<file path="config.mk">
export PLATFORM = sky130hd
export DESIGN_NAME = stream_pkt_arbiter_flat
export DESIGN_NICKNAME = d
export VERILOG_FILES = /design/src/rtl/stream_pkt_arbiter_pkg.sv /design/src/rtl/stream_pkt_arbiter_if.sv /design/src/rtl/stream_skid_buffer.sv /design/src/rtl/stream_pkt_arbiter.sv /design/src/flat_wrapper.sv
export SDC_FILE = /design/constraint.sdc
export NUM_CORES = 1
export LEC_CHECK = 0
export ABC_AREA = 1
export CAP_MARGIN = 20
export CORE_ASPECT_RATIO = 1.5
export CORE_MARGIN = 4
export CORE_UTILIZATION = 50
export DETAILED_ROUTE_END_ITERATION = 10
export GPL_ROUTABILITY_DRIVEN = 0
export PLACE_DENSITY = 0.87
export SYNTH_ARGS = -nofsm -noshare
export SYNTH_HDL_FRONTEND = slang
export SYNTH_HIERARCHICAL = 1
export SYNTH_SLANG_ARGS = --single-unit
export TNS_END_PERCENT = 10
</file>
<file path="constraint.sdc">
create_clock -name clk -period 2.4 [get_ports clk]
set_input_delay 0.24 -clock clk [delete_from_list [all_inputs] [get_ports clk]]
set_output_delay 0.24 -clock clk [all_outputs]
set_load 0.02 [all_outputs]
</file>
<file path="src/rtl/stream_pkt_arbiter_pkg.sv">
// Shared types and width helpers for the packet arbiter slice.
package stream_pkg;

    typedef enum logic {
        IDLE,
        LOCKED
    } arb_state_t;

    function automatic int unsigned src_w(input int unsigned n);
        return (n < 3) ? 1 : $clog2(n);
    endfunction

    // Width of a packed {data, last, src} beat, for sizing the skid buffer payload.
    function automatic int unsigned beat_w(input int unsigned data_w, input int unsigned s_w);
        return data_w + 1 + s_w;
    endfunction

endpackage

</file>
<file path="src/rtl/stream_pkt_arbiter_if.sv">
// Bundled source-side and merged-side stream signals of the packet arbiter.
interface stream_pkt_arbiter_if
    import stream_pkg::*;
#(
    parameter int unsigned T_DATA_WIDTH = 1,
    parameter int unsigned N_SRC        = 4,
    parameter int unsigned SRC_W        = src_w(N_SRC)
);
    logic [T_DATA_WIDTH-1:0] s_data_i [N_SRC];
    logic [N_SRC-1:0]        s_last_i;
    logic [N_SRC-1:0]        s_valid_i;
    logic [N_SRC-1:0]        s_ready_o;
    logic [T_DATA_WIDTH-1:0] m_data_o;
    logic                    m_last_o;
    logic [SRC_W-1:0]        m_src_o;
    logic                    m_valid_o;
    logic                    m_ready_i;

    // master: the arbiter, which drives the merged stream
    modport master (
        input  s_data_i, s_last_i, s_valid_i, m_ready_i,
        output s_ready_o, m_data_o, m_last_o, m_src_o, m_valid_o
    );

    modport slave (
        output s_data_i, s_last_i, s_valid_i, m_ready_i,
        input  s_ready_o, m_data_o, m_last_o, m_src_o, m_valid_o
    );
endinterface

</file>
<file path="src/rtl/stream_skid_buffer.sv">
// Two-entry FIFO skid buffer; input ready depends only on registered occupancy.
module stream_skid_buffer #(
    parameter int unsigned WIDTH = 8
) (
    input  logic             clk,
    input  logic             rst_n,
    input  logic [WIDTH-1:0] in_data_i,
    input  logic             in_valid_i,
    output logic             in_ready_o,
    output logic [WIDTH-1:0] out_data_o,
    output logic             out_valid_o,
    input  logic             out_ready_i
);
    logic [WIDTH-1:0] mem_q [2];
    logic [WIDTH-1:0] mem_d [2];
    logic             rd_q, rd_d;
    logic [1:0]       cnt_q, cnt_d;
    logic             push, pop, wr;

    always_comb begin
        in_ready_o  = (cnt_q != 2'd2);
        out_valid_o = (cnt_q != 2'd0);
        out_data_o  = out_valid_o ? mem_q[rd_q] : '0;
        push        = in_valid_i & in_ready_o;
        pop         = out_valid_o & out_ready_i;
        wr          = rd_q ^ cnt_q[0];
        mem_d       = mem_q;
        if (push) begin
            mem_d[wr] = in_data_i;
        end
        rd_d  = pop ? ~rd_q : rd_q;
        cnt_d = cnt_q + 2'(push) - 2'(pop);
    end

    always_ff @(posedge clk or negedge rst_n) begin
        if (!rst_n) begin
            mem_q <= '{default: '0};
            rd_q  <= 1'b0;
            cnt_q <= 2'd0;
        end else begin
            mem_q <= mem_d;
            rd_q  <= rd_d;
            cnt_q <= cnt_d;
        end
    end

endmodule

</file>
<file path="src/rtl/stream_pkt_arbiter.sv">
// Packet-granular round-robin merge of N_SRC narrow streams with source tags.
module stream_pkt_arbiter
    import stream_pkg::*;
#(
    parameter int unsigned T_DATA_WIDTH = 1,
    parameter int unsigned N_SRC        = 4,
    parameter int unsigned SRC_W        = src_w(N_SRC)
) (
    input  logic                 clk,
    input  logic                 rst_n,
    stream_pkt_arbiter_if.master bus
);
    localparam int unsigned BEAT_W = beat_w(T_DATA_WIDTH, SRC_W);

    typedef struct packed {
        logic [T_DATA_WIDTH-1:0] data;
        logic                    last;
        logic [SRC_W-1:0]        src;
    } beat_t;

    arb_state_t       state_q, state_d;
    logic [SRC_W-1:0] ptr_q, ptr_d;
    logic [SRC_W-1:0] grant_q, grant_d;
    logic [N_SRC-1:0] s_ready;
    logic             push, skid_ready;
    beat_t            in_beat, out_beat;
    logic [BEAT_W-1:0] out_raw;

    // First requester at or after ptr+1, wrapping modulo N_SRC.
    function automatic logic [SRC_W-1:0] rr_pick(input logic [N_SRC-1:0] req,
                                                 input logic [SRC_W-1:0] ptr);
        int unsigned idx;
        logic        found;
        rr_pick = '0;
        found   = 1'b0;
        for (int unsigned i = 1; i <= N_SRC; i++) begin
            idx = (32'(ptr) + i) % N_SRC;
            if (!found && req[idx]) begin
                rr_pick = SRC_W'(idx);
                found   = 1'b1;
            end
        end
    endfunction

    always_comb begin
        state_d = state_q;
        ptr_d   = ptr_q;
        grant_d = grant_q;
        s_ready = '0;
        push    = 1'b0;
        in_beat = '{data: bus.s_data_i[grant_q], last: bus.s_last_i[grant_q], src: grant_q};
        case (state_q)
            IDLE: begin
                if (|bus.s_valid_i) begin
                    grant_d = rr_pick(bus.s_valid_i, ptr_q);
                    state_d = LOCKED;
                end
            end
            LOCKED: begin
                s_ready[grant_q] = skid_ready;
                push = bus.s_valid_i[grant_q] & skid_ready;
                if (push && bus.s_last_i[grant_q]) begin
                    ptr_d   = grant_q;
                    state_d = IDLE;
                end
            end
            default: state_d = IDLE;
        endcase
    end

    always_ff @(posedge clk or negedge rst_n) begin
        if (!rst_n) begin
            state_q <= IDLE;
            ptr_q   <= SRC_W'(N_SRC - 1);
            grant_q <= '0;
        end else begin
            state_q <= state_d;
            ptr_q   <= ptr_d;
            grant_q <= grant_d;
        end
    end

    stream_skid_buffer #(
        .WIDTH (BEAT_W)
    ) u_skid (
        .clk         (clk),
        .rst_n       (rst_n),
        .in_data_i   (in_beat),
        .in_valid_i  (push),
        .in_ready_o  (skid_ready),
        .out_data_o  (out_raw),
        .out_valid_o (bus.m_valid_o),
        .out_ready_i (bus.m_ready_i)
    );

    assign out_beat      = beat_t'(out_raw);
    assign bus.s_ready_o = s_ready;
    assign bus.m_data_o  = out_beat.data;
    assign bus.m_last_o  = out_beat.last;
    assign bus.m_src_o   = out_beat.src;

endmodule

</file>
<file path="src/flat_wrapper.sv">
// flat-port wrapper written by rule: the top's interface ports become plain ports
module stream_pkt_arbiter_flat import stream_pkg::*;
#(
    parameter int unsigned T_DATA_WIDTH = 1,
    parameter int unsigned N_SRC        = 4,
    parameter int unsigned SRC_W        = src_w(N_SRC)
)
  (clk, rst_n, bus_s_data_i, bus_s_last_i, bus_s_valid_i, bus_m_ready_i, bus_s_ready_o, bus_m_data_o, bus_m_last_o, bus_m_src_o, bus_m_valid_o);
  stream_pkt_arbiter_if #(.T_DATA_WIDTH(T_DATA_WIDTH), .N_SRC(N_SRC), .SRC_W(SRC_W)) bus_i ();
  input  logic clk;
  input  logic rst_n;
  input wire logic [$bits(bus_i.s_data_i)-1:0] bus_s_data_i;
  input wire logic [$bits(bus_i.s_last_i)-1:0] bus_s_last_i;
  input wire logic [$bits(bus_i.s_valid_i)-1:0] bus_s_valid_i;
  input wire logic [$bits(bus_i.m_ready_i)-1:0] bus_m_ready_i;
  output wire logic [$bits(bus_i.s_ready_o)-1:0] bus_s_ready_o;
  output wire logic [$bits(bus_i.m_data_o)-1:0] bus_m_data_o;
  output wire logic [$bits(bus_i.m_last_o)-1:0] bus_m_last_o;
  output wire logic [$bits(bus_i.m_src_o)-1:0] bus_m_src_o;
  output wire logic [$bits(bus_i.m_valid_o)-1:0] bus_m_valid_o;
  assign bus_i.s_data_i = {>>{bus_s_data_i}};
  assign bus_i.s_last_i = bus_s_last_i;
  assign bus_i.s_valid_i = bus_s_valid_i;
  assign bus_i.m_ready_i = bus_m_ready_i;
  assign bus_s_ready_o = bus_i.s_ready_o;
  assign bus_m_data_o = bus_i.m_data_o;
  assign bus_m_last_o = bus_i.m_last_o;
  assign bus_m_src_o = bus_i.m_src_o;
  assign bus_m_valid_o = bus_i.m_valid_o;
  stream_pkt_arbiter #(.T_DATA_WIDTH(T_DATA_WIDTH), .N_SRC(N_SRC), .SRC_W(SRC_W)) u_core (.clk(clk), .rst_n(rst_n), .bus(bus_i));
endmodule
</file>
==> results of run 1 <==
[final timing paths]
check / end / slack [ns] / cells after the start
worst max-delay path: bus_s_ready_o[1] / 0.27 / 5
worst min-delay path: u_core/u_skid/mem_q[1]$_DFFE_PN0P_ / 0.35 / 1
worst max register to register: u_core/u_skid/cnt_q[1]$_DFF_PN0_ / 0.51 / 10
worst min register to register: u_core/u_skid/mem_q[1]$_DFFE_PN0P_ / 0.49 / 2
max in group asynchronous: u_core/grant_q[1]$_DFFE_PN0P_ / 1.61 / 1
min in group clk: u_core/u_skid/mem_q[1]$_DFFE_PN0P_ / 0.49 / 2
[sequential cells by signal, indices dropped and copies added (netlist names)]
name and cells:
u_core/u_skid/cnt_q 2, u_core/grant_q 2, u_core/u_skid/rd_q 1, u_core/state_q 1, u_core/ptr_q 2, u_core/u_skid/mem_q 8
[cell usage after synthesis]
library cell  number
o21ai_1            1
a21oi_1            4
a22oi_2            2
nand2_4            6
a21oi_4            2
a22oi_1            1
xor2_1             1
inv_6              1
inv_2              6
nor2_8             1
nand3_2            1
nand3_1           15
dfstp_2            2
nand2_2           13
nor4_1             1
nor2_2             3
inv_1             12
o21ai_2            1
nand4_1            3
nand3b_1           1
xnor2_1            1
nor3_1             2
ha_1               2
nor2_1             4
dfrtp_1           14
nand2_1           68
buf_4              2
buf_6              2
[worst max-delay path, stage by stage (launching register included)]
cell and delay, ns:
dfrtp_1 0.42, inv_2 0.09, nand2_1 0.06, nand2_1 0.15
nor3_1 0.22, clkdlybuf4s50_1 0.65
[metrics by stage]
stage | total power [mW] | setup slack, ns | hold slack (ns)
after CTS | 2.05 | 0.260 | 0.381
final | 2.04 | 0.269 | 0.349
after detailed placement | 1.90 | 0.471 | 0.465
after global placement | 1.84 | 0.527 | 0.459
after global routing | 2.22 | 0.184 | 0.407
after floorplan | 1.58 | 0.727 | -0.0556
[cell type report]
type	count	area, um^2	area share, %
tap	23	28.8	1.93
inverter	19	76.3	5.12
multi-input combinational	133	727	48.7
timing repair buffer	23	230	15.4
clock buffer	4	26.3	1.76
sequential	16	403	27.0
[cell families (layout without fill, tap and decap cells)]
| kind of cell | after synthesis | after routing | share of synthesized area [%] |
|---|---|---|---|
| adder cells (fa/ha/maj) | 2 | 2 | 2.01 |
| buffers and inverters | 23 | 46 | 9.15 |
| AND/OR/NAND/NOR | 118 | 118 | 47.1 |
| XOR/XNOR | 2 | 2 | 1.41 |
| AO/OA/AOI/OAI | 11 | 11 | 7.95 |
| flip-flops | 16 | 16 | 32.4 |
[layer usage]
metal	vias to the layer above	wire, um	track usage [%]
met5	-	0	0
met4	0	49	7.78
met3	5	67	1.94
met2	22	1620	34.0
met1	541	1040	18.3
li1	589	-	-
[power by group]
part	switching [mW]	total [mW]	internal, mW
registers	0.161	0.559	0.398
logic	0.826	1.34	0.511
clock network	0.0831	0.148	0.0647
==> results.md, run 1 <==
- Crit path capture type: primary output
- Pins over their slew limit: 0
- Origin of the worst setup path: u_core/u_skid/cnt_q[0]$_DFF_PN0_
- Total gr overflow: 0
- Mapped Nets: 189
- Largest net degree at the start of global routing: 17
- Syn Inst Count: 172
- Reg2reg start: u_core/grant_q[0]$_DFFE_PN0P_
- Ant. Diodes: 0
- Max-cap violations: 0
- Crit-path max FO: 5
- Final setup vio count: 0
- Part of the cycle the worst path needs: between 80% and 90%
- Syn-to-layout area delta: 19.9%
- Most common cell after layout, fill and taps aside: nand2_1
- IO Port Bufs: 23
- Critical Path AT: 1.89 ns
- Layout fillers: 196
- Worst clock skew: 0.0119 ns
- Worst skew pair latency: between 0.2 and 0.3 ns
- Residual DRC: 0
- Flops & latches, synth: 16
- Warnings, synthesis: 6
- Dpl cell area: approximately 1500 um^2
- Status: completed
- Setup Fix Bufs, Post-CTS: 0
- Drt initial violations: 44
- Relative slew slack: 54.5%
- Synth top area cells: dfrtp_1, nand2_1, nand2_2
- Hold buffers post-CTS: 0
- Util after Layout: 64.5%
- Wirelength per Cell: 12.8 um
- Leading cell types in the layout, fill and taps excluded: nand2_1, clkdlybuf4s50_1, nand3_1
- Gr usage total: 17.7%
- Design area: between 1000 and 1500 um^2
- Worst min-delay path class: input port to async pin
- Largest area contributor in the netlist: dfrtp_1
- Sink Count: 16
- Clock slew at reported path FFs: approximately 0.09 ns
- Fmax: 469 MHz
- Final ANT Viol Nets: 0
- Via count: 1157
- Post-Syn Area: 1240 um^2
- Library cells used by synthesis: 28
- DIE WIDTH: 48.7 um
- H-tree depth: 1
- Final TNS setup: 0 ns
- First drt pass iteration count: 4
- Worst vdd ir: roughly 0.00085 V
- Crit Path Category: flop to primary output
- Clock buffer count from CTS: 3
- Fin cells: 218
- DP Wirelength: between 2000 and 2500 um
- Share of the synthesized area in the top cell type: 28.2%
- Core Footprint: 2310 um^2
- TritonCTS clock tree: yes
- Vias in the first global route: 1148
- Max Root-Sink Buffers: 2
- Fin. Hold Viols: 0
- Worst Max-Slew Pin Slew: 0.680 ns
- Post-Place Cells: ~210
- Static Leak: 0.742 nW
- Critical Path Source Type: flop
- Avg Inst Size Synth: ~7.2 um^2
- Initial Util: approximately 54%
- Die Y: ~70 um
- Layout Nets: 213
- Post-Route WL: 2780 um
- Total die area: 3370 um^2
- DR vias/cell: 5.31
- CTS root buffer: clkbuf_4
- Ports: 24
- Sequential area share after synthesis: 32.4%
- Antenna violations before repair: 0
- RSZ-0062 raised after global routing: false
- Total power divided by cell area: 1370 nW/um^2
- Share of layout cells above drive strength 1: 21.0%
- CP Data Required Time: 2.16 ns
- Final Critical Period: 2.13 ns
- Post-CTS Resized: 0
- Row count: 21
- Global-route wire length before repair: 4850 um
No activity file was read; power rests on OpenSTA's default activity.
==> run 2, diff against run 1 <==
PLACE_DENSITY = unset   (was 0.87)
PLACE_DENSITY_LB_ADDON = 0.2   (was unset)
==> run 2 against run 1 <==
  * Sequential power is essentially flat
  * Clock-buffer cell count is the same
  * Hold slack better by 0.036 ns
  * Final cell count is the same
  * Sequential share of layout area stayed put
  * Critical endpoint unchanged
  * Largest cell class unchanged
==> results.md, run 2 (same netlist as run 1, synthesis figures left out) <==
- Die Y: 69.1 um
- Critical Path AT: roughly 1.8 ns
- Max-cap violations: 0
- Wirelength per Cell: 12.8 um
- Fin cells: between 200 and 250
- Setup slack after layout: 0.382 ns
- Fmax: 496 MHz
- First drt pass iteration count: 4
- IO Port Bufs: 23
- Total gr overflow: 0
- Switching share of power: 52.1%
- Post-CTS Resized: 0
- Reg with most FFs: u_core/u_skid/mem_q
- H-tree depth: 1
- Worst clock skew: between 0.005 and 0.006 ns
- Flop pwr share: 27.6%
- Layout Nets: 213
- Leading cell types in the layout, fill and taps excluded: nand2_1, clkdlybuf4s50_1, nand3_1
- Crit path capture type: primary output
- Total die area: between 3000 and 4000 um^2
- Pre-CTS WS: 0.442 ns
- Fin. Hold Viols: 0
- Share of layout cells above drive strength 1: 21.0%
- Relative slew slack: 52.6%
- Clock Power Share: 6.9%
- Drt initial violations: 24
- DP Wirelength: 2330 um
- Crit Path Category: flop to primary output
- Worst vdd ir: 0.000824 V
- Static Leak: roughly 0.74 nW
- Final ANT Viol Nets: 0
- Initial Util: a little over half
- Most common cell after layout, fill and taps aside: nand2_1
- Hold buffers post-CTS: 0
- Post-Route WL: 2800 um
- Row count: 21
- Setup Fix Bufs, Post-CTS: 0
- TritonCTS clock tree: yes
- Pins over their slew limit: 0
- Core Footprint: 2310 um^2
- Syn-to-layout area delta: 19.9%
- Status: completed
- Ports: 24
- Antenna violations before repair: 0
- Final Hold Slack: 0.385 ns
- Gate power share: 65.5%
- Ant. Diodes: 0
- Total power divided by cell area: 1360 nW/um^2
- Final Critical Period: 2.02 ns
- CTS root buffer: clkbuf_4
- Via count: about 1200
- Vias in the first global route: approximately 1100
- Part of the cycle the worst path needs: 84.1%
- Worst min-delay path class: input port to async pin
- Final TNS setup: 0 ns
- Residual DRC: 0
- RSZ-0062 raised after global routing: false
- Dpl cell area: 1470 um^2
- Internal Power: 0.972 mW
- Crit-path max FO: 5
- Largest net degree at the start of global routing: 17
- Util after Layout: 64.5%
- Clock buffer count from CTS: 3
- CP Data Required Time: around 2.2 ns
- DR vias/cell: 5.31
- P_sw: roughly 1.1 mW
- Largest register FFs: 8
- Worst Max-Slew Pin Slew: 0.709 ns
- Post-Place Cells: 214
- Final setup vio count: 0
- Gr usage total: 17.5%
- Clock slew at reported path FFs: 0.09 ns
- Max Root-Sink Buffers: 2
- Design area: between 1000 and 1500 um^2
- Critical Path Source Type: flop
- Global-route wire length before repair: 4850 um
- DIE WIDTH: 48.7 um
- Worst skew pair latency: around 0.27 ns
- Tot Pwr: between 2 and 2.5 mW
- Sink Count: 16
-- run 2: cell counts in the layout (fill, tap and decap cells not counted) --
Identical to the previous run, type by type.
-- run 2: worst paths after layout --
path | startpoint | end | slack [ns] | depth (start not counted)
max | u_core/u_skid/cnt_q[0]$_DFF_PN0_ | bus_s_ready_o[1] | 0.38 | 5
min | rst_n | u_core/u_skid/mem_q[6]$_DFFE_PN0P_ | 0.39 | 1
max reg2reg | u_core/grant_q[1]$_DFFE_PN0P_ | u_core/u_skid/cnt_q[1]$_DFF_PN0_ | 0.44 | 10
min reg2reg | u_core/u_skid/mem_q[7]$_DFFE_PN0P_ | u_core/u_skid/mem_q[7]$_DFFE_PN0P_ | 0.49 | 2
max in group asynchronous | rst_n | u_core/u_skid/mem_q[2]$_DFFE_PN0P_ | 1.57 | 1
min in group clk | u_core/u_skid/mem_q[7]$_DFFE_PN0P_ | u_core/u_skid/mem_q[7]$_DFFE_PN0P_ | 0.49 | 2
-- run 2: cell type report --
class / instances / area [um^2]
sequential: 16 / 403
timing repair buffer: 23 / 230
clock buffer: 4 / 26.3
multi-input combinational: 133 / 727
fill: 214 / 821
tap: 23 / 28.8
inverter: 19 / 76.3
-- run 2: critical path, cell delays in order (launching register included) --
cell	delay [ns]
dfrtp_1	0.40
inv_2	0.09
nand2_1	0.06
nand2_1	0.14
nor3_1	0.18
clkdlybuf4s50_1	0.63
-- run 2: routing by layer --
metal	track usage [%]	up-vias	share of wire, %
met5	0	-	0
met4	7.78	0	2.0
met3	2.37	6	1.5
met2	34.2	15	60
met1	17.4	550	36
li1	-	587	-
-- run 2: power by group through the flow --
stage          Sequential, mW  Combinational (mW)  Clock (mW)
4_1_cts                 0.557                1.34       0.146
5_1_grt                 0.579                1.49       0.155
3_3_place_gp            0.554                1.29           0
2_1_floorplan           0.477                1.10           0
6_report                0.559                1.33       0.140
3_5_place_dp            0.561                1.33           0
